[src/rtl/mc_control_fsm.sv]
// mc_control_fsm: multicycle MIPS main control FSM with a memory-ready
// handshake and timeout, R/LW/SW/BEQ/ADDI/ORI/J sequencing, an illegal-opcode
// trap and a sticky ERROR state.
// Optional feature: define MC_BNE_EN to decode BNE (opcode 000101); otherwise
// BNE traps as an illegal opcode and branch_ne is tied low.
// Ports:
//   clk, reset       clock, synchronous active-high reset
//   op[5:0]          opcode instr[31:26], valid from DECODE onward
//   mem_ready        memory completes current access this cycle
//   memread, iord, irwrite, memwrite, memtoreg, regwrite, regdst, alusrca,
//   pcwrite, branch, branch_ne, alusrcb[1:0], aluop[1:0], pcsrc[1:0], zeroext
//                    datapath controls decoded from the current state
//   instr_done       pulse on the final cycle of each instruction
//   err, err_code    sticky error flag and cause (01 illegal op, 10 timeout)
//   state_o[3:0]     current state, debug
module mc_control_fsm #(
  parameter int unsigned TIMEOUT = 16
) (
  input  logic       clk,
  input  logic       reset,
  input  logic [5:0] op,
  input  logic       mem_ready,
  output logic       memread,
  output logic       iord,
  output logic       irwrite,
  output logic       memwrite,
  output logic       memtoreg,
  output logic       regwrite,
  output logic       regdst,
  output logic       alusrca,
  output logic       pcwrite,
  output logic       branch,
  output logic       branch_ne,
  output logic [1:0] alusrcb,
  output logic [1:0] aluop,
  output logic [1:0] pcsrc,
  output logic       zeroext,
  output logic       instr_done,
  output logic       err,
  output logic [1:0] err_code,
  output logic [3:0] state_o
);

  localparam int unsigned TO_W = $clog2(TIMEOUT + 1);
  localparam logic [TO_W-1:0] TO_MAX = TO_W'(TIMEOUT);

  localparam logic [5:0] OP_RTYPE = 6'b000000;
  localparam logic [5:0] OP_LW    = 6'b100011;
  localparam logic [5:0] OP_SW    = 6'b101011;
  localparam logic [5:0] OP_BEQ   = 6'b000100;
  localparam logic [5:0] OP_ADDI  = 6'b001000;
  localparam logic [5:0] OP_ORI   = 6'b001101;
  localparam logic [5:0] OP_J     = 6'b000010;
`ifdef MC_BNE_EN
  localparam logic [5:0] OP_BNE   = 6'b000101;
`endif

  typedef enum logic [3:0] {
    S_FETCH  = 4'd0,  S_DECODE = 4'd1,  S_MEMADR = 4'd2,  S_MEMRD  = 4'd3,
    S_MEMWB  = 4'd4,  S_MEMWR  = 4'd5,  S_REXEC  = 4'd6,  S_RWB    = 4'd7,
    S_BEQ    = 4'd8,  S_ADDIEX = 4'd9,  S_IWB    = 4'd10, S_JUMP   = 4'd11,
    S_ORIEX  = 4'd12, S_BNE    = 4'd13, S_ERROR  = 4'd15
  } state_t;

  state_t          state_q, state_d;
  logic [TO_W-1:0] cnt_q, cnt_d;
  logic [1:0]      ec_q, ec_d;
  logic            wait_c;

  // State, timeout counter and error cause registers
  always_ff @(posedge clk) begin
    if (reset) begin
      state_q <= S_FETCH;
      cnt_q   <= '0;
      ec_q    <= 2'b00;
    end else begin
      state_q <= state_d;
      cnt_q   <= cnt_d;
      ec_q    <= ec_d;
    end
  end

  // Next-state logic; the counter is zero on entry to every wait state
  // because any transition leaves cnt_d at its default of zero.
  always_comb begin
    state_d = state_q;
    cnt_d   = '0;
    ec_d    = ec_q;
    wait_c  = 1'b0;
    case (state_q)
      S_FETCH:  if (mem_ready) state_d = S_DECODE; else wait_c = 1'b1;
      S_DECODE: begin
        case (op)
          OP_RTYPE:     state_d = S_REXEC;
          OP_LW, OP_SW: state_d = S_MEMADR;
          OP_BEQ:       state_d = S_BEQ;
`ifdef MC_BNE_EN
          OP_BNE:       state_d = S_BNE;
`endif
          OP_ADDI:      state_d = S_ADDIEX;
          OP_ORI:       state_d = S_ORIEX;
          OP_J:         state_d = S_JUMP;
          default: begin
            state_d = S_ERROR;
            ec_d    = 2'b01;
          end
        endcase
      end
      S_MEMADR: state_d = (op == OP_LW) ? S_MEMRD : S_MEMWR;
      S_MEMRD:  if (mem_ready) state_d = S_MEMWB; else wait_c = 1'b1;
      S_MEMWR:  if (mem_ready) state_d = S_FETCH; else wait_c = 1'b1;
      S_REXEC:  state_d = S_RWB;
      S_ADDIEX, S_ORIEX: state_d = S_IWB;
      S_MEMWB, S_RWB, S_IWB, S_BEQ, S_JUMP: state_d = S_FETCH;
`ifdef MC_BNE_EN
      S_BNE:    state_d = S_FETCH;
`endif
      S_ERROR:  state_d = S_ERROR;
      default:  state_d = S_ERROR;
    endcase
    // A wait that has already lasted TIMEOUT cycles traps; mem_ready wins above
    if (wait_c) begin
      if (cnt_q >= TO_MAX) begin
        state_d = S_ERROR;
        ec_d    = 2'b10;
        cnt_d   = cnt_q;
      end else begin
        cnt_d = cnt_q + TO_W'(1);
      end
    end
  end

  // Moore control decode from the registered state
  always_comb begin
    memread    = 1'b0;
    iord       = 1'b0;
    irwrite    = 1'b0;
    memwrite   = 1'b0;
    memtoreg   = 1'b0;
    regwrite   = 1'b0;
    regdst     = 1'b0;
    alusrca    = 1'b0;
    pcwrite    = 1'b0;
    branch     = 1'b0;
    branch_ne  = 1'b0;
    alusrcb    = 2'b00;
    aluop      = 2'b00;
    pcsrc      = 2'b00;
    zeroext    = 1'b0;
    instr_done = 1'b0;
    case (state_q)
      S_FETCH: begin
        memread = 1'b1;
        alusrcb = 2'b01;
        irwrite = mem_ready;
        pcwrite = mem_ready;
      end
      S_DECODE: alusrcb = 2'b11;
      S_MEMADR: begin alusrca = 1'b1; alusrcb = 2'b10; end
      S_MEMRD:  begin memread = 1'b1; iord = 1'b1; end
      S_MEMWB:  begin memtoreg = 1'b1; regwrite = 1'b1; instr_done = 1'b1; end
      S_MEMWR:  begin iord = 1'b1; memwrite = 1'b1; instr_done = mem_ready; end
      S_REXEC:  begin alusrca = 1'b1; aluop = 2'b10; end
      S_RWB:    begin regdst = 1'b1; regwrite = 1'b1; instr_done = 1'b1; end
      S_ADDIEX: begin alusrca = 1'b1; alusrcb = 2'b10; end
      S_ORIEX:  begin alusrca = 1'b1; alusrcb = 2'b10; aluop = 2'b11; zeroext = 1'b1; end
      S_IWB:    begin regwrite = 1'b1; instr_done = 1'b1; end
      S_BEQ: begin
        alusrca = 1'b1; aluop = 2'b01; pcsrc = 2'b01; branch = 1'b1; instr_done = 1'b1;
      end
`ifdef MC_BNE_EN
      S_BNE: begin
        alusrca = 1'b1; aluop = 2'b01; pcsrc = 2'b01; branch_ne = 1'b1; instr_done = 1'b1;
      end
`endif
      S_JUMP:   begin pcsrc = 2'b10; pcwrite = 1'b1; instr_done = 1'b1; end
      default:  ;
    endcase
  end

  assign err      = (state_q == S_ERROR);
  assign err_code = ec_q;
  assign state_o  = state_q;

endmodule

[config.mk]
export PLATFORM = sky130hd
export DESIGN_NAME = mc_control_fsm
export DESIGN_NICKNAME = d
export VERILOG_FILES = /design/src/rtl/mc_control_fsm.sv
export SDC_FILE = /design/constraint.sdc
export NUM_CORES = 1
export LEC_CHECK = 0
export ABC_AREA = 1
export CORE_MARGIN = 2
export CORE_UTILIZATION = 46
export CTS_CLUSTER_DIAMETER = 30
export DETAILED_ROUTE_END_ITERATION = 10
export PLACE_DENSITY = 0.83
export SLEW_MARGIN = 20
export SYNTH_ARGS = -nofsm -noshare
export SYNTH_HDL_FRONTEND = slang
export SYNTH_SLANG_ARGS = --single-unit
[constraint.sdc]
create_clock -name clk -period 3.5 [get_ports clk]
set_clock_uncertainty 0.05 [all_clocks]
set_input_delay 0.875 -clock clk [delete_from_list [all_inputs] [get_ports clk]]
set_output_delay 0.875 -clock clk [all_outputs]
set_load 0.1 [all_outputs]
==> run metrics, run 1 <==
status=complete, no violations; Clk pin slew, worst setup/hold paths=0.07 ns; Top-Level Pins=35; first-pass GRT wire length=4.00 mm; Post-Syn Area=918 um2; largest net degree at the start of global routing=8; antenna-violating nets left=0; layout cells sized above 1=0.269; Die ar.=0.00237 mm2; CP delay by family, top=buffers and inverters; r2r startpoint=state_o[3]; Area growth syn-to-layout=43.1%; period utilization=0.829; Ant. Diodes=0; Die Span X=48.7 um; most area-consuming cells after synthesis=dfxtp_1, nand2_1, nor2_1; crit path capture=instr_done; Residual DRC=0; Setup crit end kind=output port; Cell Rows=16; post-synthesis sequential area ratio=0.240; gp weighted congestion=0.846; cts repair resizes=0; FF+latch count, synth=11; Slew Limit Fails=0; Final HPWL DP=1.95 mm; initial antenna violation count=0; post-synth top area share=0.240; largest family of logic cells by synthesized area=simple AND/OR/NAND/NOR gates; XOR/XNOR share of the synthesized area=0.00954; core box area=0.00192 mm2; Pre-Repair DR Iteration Count=4; nets=209; Cells after Synth=162; mux cell area share after synthesis=0; fmax=345 MHz; crit-path max FO=5; worst-skew pair later-pin latency=0.28 ns; CTS root buffer=clkbuf_4; commonest non-fill, non-tap cells in the layout=nand2_1, nor2_1, inv_1, buf_4, nand3_1; Final Core Density=0.684; postcts setup bufs=0; vias in the first global route=987; crit start category=input port; RSZ-0062 raised after global routing=false; commonest non-fill, non-tap cell in the layout=nand2_1; H-tree Lvls=1; setup TNS=0 ns; Arr. time, crit path=1.97 ns; Initial Util=0.478; CTS tree=done; Post-Syn Nets=173; critical-path cell with the highest stage delay=clkdlybuf4s50_1; detailed-route via count=1074; Crit path required time=2.57 ns; clock tree buffer depth=2; FF-to-FF path depth=9; Via-to-Cell Ratio=4.79; IO buf count=33; crit path launch=mem_ready; GR Overflow Total=0; count of cell types in the netlist=22; CTS buffer count=3; gr usage total=0.209; Synth area leader=dfxtp_1; worst path buffer plus inverter count=3; Compound-Gate Fraction of Synth Area=0.0790; final hold slack=0.402 ns; r2r endpoint=state_o[0]; fillcell total=196; Final setup violation count=0; post-route insts no fill=224; max incr delay on CP=0.50 ns; worst path cell trace=clkdlybuf4s50_1, inv_1, o221ai_2, buf_12; Period minus WS final=2.90 ns; Crit Path Category=input port to output port; drt total wl=2.30 mm; Die Span Y=48.7 um; Adder-Cell Fraction of Synth Area=0.0272; Simple-Gate Fraction of Synth Area=0.518; Post-Place Cells=220; wire per inst=10.3 um; max cap viols=0; YS warnings=0; final hold vios=0; cts-stage hold buffer count=0; Starting DRT DRC Count=17; worst reg-to-reg setup slack=1.95 ns; Worst path depth=4; syn_area_per_cell=5.67 um2; worst hold path type=flop to flop; CTS Sinks=11
[cells in the mapped netlist]
library cell and number:
nor2_4 1, nand2_2 4, ha_1 2, xor2_1 1
inv_1 24, nand3_4 1, nand2_1 42, nand3_2 2
buf_4 2, nor2_2 3, conb_1 1, or2_2 1
nor2_1 37, nor3_2 1, nand3_1 14, o21ai_0 5
inv_2 1, a21oi_2 1, o221ai_1 1, a21oi_1 6
dfxtp_1 11, clkinv_1 1
[state kept, by name, summed over array words and instances, names as in the netlist]
name,flops
err_code,2
state_o,4
cnt_q,5
[metrics by stage]
step | setup WS [ns] | area (um2)
3_3_place_gp | 0.620 | 1290
3_5_place_dp | 0.610 | 1290
2_1_floorplan | -0.142 | 962
5_1_grt | 0.549 | 1310
6_report | 0.600 | 1310
4_1_cts | 0.602 | 1310
[cells by family (layout without fill, tap and decap cells)]
kind of cell               after synthesis  count (layout)
and+or+nand+nor                        106             106
buffers and inverters                   28              63
AOI/OAI and AO/OA                       13              13
DFF                                     11              11
adders and majority gates                2               2
other                                    1               1
xor gates and xnor gates                 1               1
[area by class of cell]
type                    count  area [um2]  area share
multi-input cells         123         629       0.479
inverters                  26        97.6      0.0743
clock buffers               3        22.5      0.0171
clock inverters             1        5.00     0.00381
flip-flops and latches     11         220       0.168
well taps                  27        33.8      0.0257
repair buffers             33         305       0.232
[layer usage]
layer / GRT usage / vias up / part of all wire
li1: - / 567 / -
met1: 0.255 / 471 / 0.48
met2: 0.363 / 31 / 0.46
met3: 0.0247 / 5 / 0.038
met4: 0.100 / 0 / 0.019
met5: 0 / - / 0
[worst register-to-register path, cell delays in order (launching register included)]
cell and delay, ns:
dfxtp_1 0.43, inv_2 0.11, nand2_1 0.23, nor2_1 0.13, inv_1 0.11, nand2_1 0.06
nor2_1 0.13, nand2_1 0.07, nor2_1 0.09, nor2_1 0.04
[worst min-delay path by stage]
| stage | from | to | slack [ns] | depth (start not counted) |
|---|---|---|---|---|
| 3_5_place_dp | err_code[0] | err_code[0] | 0.39 | 2 |
| 2_1_floorplan | cnt_q[2] | cnt_q[2] | 0.42 | 2 |
| 5_1_grt | err_code[0] | err_code[0] | 0.43 | 2 |
| 3_3_place_gp | err_code[0] | err_code[0] | 0.39 | 2 |
| 4_1_cts | err_code[0] | err_code[0] | 0.41 | 2 |
| 6_report | err_code[0] | err_code[0] | 0.40 | 2 |
Power of run 1 is not shown: default switching activity piles up to over one toggle a cycle in this logic, so the estimate is an artifact.
==> run 2: changes to the inputs <==
--- a/config.mk
+++ b/config.mk
@@ -7,10 +7,10 @@
 export LEC_CHECK = 0
 export ABC_AREA = 1
 export CORE_MARGIN = 2
-export CORE_UTILIZATION = 46
+export CORE_UTILIZATION = 43
 export CTS_CLUSTER_DIAMETER = 30
 export DETAILED_ROUTE_END_ITERATION = 10
-export PLACE_DENSITY = 0.83
+export PLACE_DENSITY = 0.79
 export SLEW_MARGIN = 20
 export SYNTH_ARGS = -nofsm -noshare
 export SYNTH_HDL_FRONTEND = slang
==> constraint.sdc (replaced) <==
create_clock -name clk -period 3 [get_ports clk]
set_clock_uncertainty 0.05 [all_clocks]
set_input_delay 0.75 -clock clk [delete_from_list [all_inputs] [get_ports clk]]
set_output_delay 0.75 -clock clk [all_outputs]
set_load 0.1 [all_outputs]
==> run metrics, run 2 (synthesized netlist as in run 1, its figures left out) <==
Die ar.=0.00252 mm2 (was 0.00237 mm2); CTS buffer count=3 (unchanged); Initial Util=0.463 (was 0.478); largest net degree at the start of global routing=8 (unchanged); final hold vios=0 (unchanged); Final Core Density=0.677 (was 0.684); max reg flops=5 (unchanged); nets=209 (unchanged); core box area=0.00198 mm2 (was 0.00192 mm2); Slew Limit Fails=0 (unchanged); worst-skew pair later-pin latency=0.26 ns (was 0.28 ns); fillcell total=191 (was 196); CTS root buffer=clkbuf_4 (unchanged); first-pass GRT wire length=4.27 mm (was 4.00 mm); Arr. time, crit path=1.86 ns (was 1.97 ns); CTS tree=done (unchanged); Final setup violation count=0 (unchanged); final hold slack=0.400 ns (was 0.402 ns); drt total wl=2.47 mm (was 2.30 mm); gp weighted congestion=0.825 (was 0.846); Via-to-Cell Ratio=4.78 (was 4.79); commonest non-fill, non-tap cell in the layout=nand2_1 (unchanged); register bank with the most flops=cnt_q (unchanged); postcts setup bufs=0 (unchanged); Ant. Diodes=0 (unchanged); detailed-route via count=1071 (was 1074); IO buf count=33 (unchanged); commonest non-fill, non-tap cells in the layout=nand2_1, nor2_1, inv_1, buf_4, nand3_1 (unchanged); clock tree buffer depth=2 (unchanged); RSZ-0062 raised after global routing=false (unchanged); crit start category=input port (unchanged); cts-stage hold buffer count=0 (unchanged); Crit Path Category=input port to output port (unchanged); period utilization=0.886; gr usage total=0.215 (was 0.209); Cell Rows=16 (unchanged); layout cells sized above 1=0.294 (was 0.269); Final HPWL DP=2.11 mm (was 1.95 mm); fmax=376 MHz; crit-path max FO=5 (unchanged); initial antenna violation count=0 (unchanged); vias in the first global route=1025 (was 987); status=complete, no violations (unchanged); Residual DRC=0 (unchanged); Setup crit end kind=output port (unchanged); Crit path required time=2.20 ns (was 2.57 ns); Period minus WS final=2.66 ns; Placed Area=0.00132 mm2 (was 0.00129 mm2); wire per inst=11.0 um (was 10.3 um); GR Overflow Total=0 (unchanged); max cap viols=0 (unchanged); antenna-violating nets left=0 (unchanged); cts repair resizes=0 (unchanged); setup TNS=0 ns (unchanged); cell area after layout=0.00134 mm2 (was 0.00131 mm2); Starting DRT DRC Count=42 (was 17); CTS Sinks=11 (unchanged); Clk pin slew, worst setup/hold paths=0.07 ns (about the same); H-tree Lvls=1 (unchanged); Area growth syn-to-layout=46.0% (was 43.1%); worst hold path type=flop to flop (unchanged); Die Span Y=50.2 um (was 48.7 um); Pre-Repair DR Iteration Count=4 (unchanged); Top-Level Pins=35 (unchanged); Die Span X=50.2 um (was 48.7 um)
[run 2: worst max-delay path, cell delays in order]
cell and delay [ns]:
clkdlybuf4s50_1 0.51, inv_1 0.16, o221ai_4 0.23, buf_12 0.20
[run 2: path summary, 6_finish.rpt]
| check | slack, ns | startpoint | endpoint | depth (start not counted) |
|---|---|---|---|---|
| min reg2reg | 0.40 | err_code[0] | err_code[0] | 2 |
| max | 0.34 | mem_ready | instr_done | 4 |
| min | 0.40 | err_code[0] | err_code[0] | 2 |
| max reg2reg | 1.50 | state_o[3] | state_o[0] | 9 |
[run 2: routing by layer]
metal  up-vias  GRT usage  share of wire
met2        37      0.395           0.49
met5         -          0              0
met1       468      0.263           0.45
met3         2     0.0238          0.058
li1        564          -              -
met4         0     0.0556         0.0032
[run 2: metrics by stage]
stage          cells  setup WS, ns
6_report         224         0.341
3_3_place_gp     220         0.390
3_5_place_dp     220         0.345
2_1_floorplan    162        0.0255
4_1_cts          224         0.335
5_1_grt          224         0.301
[run 2: area by class of cell]
cell class | instances | area, um2 | area share
timing repair buffer | 33 | 305 | 0.228
inverter | 26 | 97.6 | 0.0728
tap | 27 | 33.8 | 0.0252
multi-input combinational | 123 | 653 | 0.487
sequential | 11 | 225 | 0.168
clock buffer | 4 | 26.3 | 0.0196
Power of run 2 is left out for the same reason.
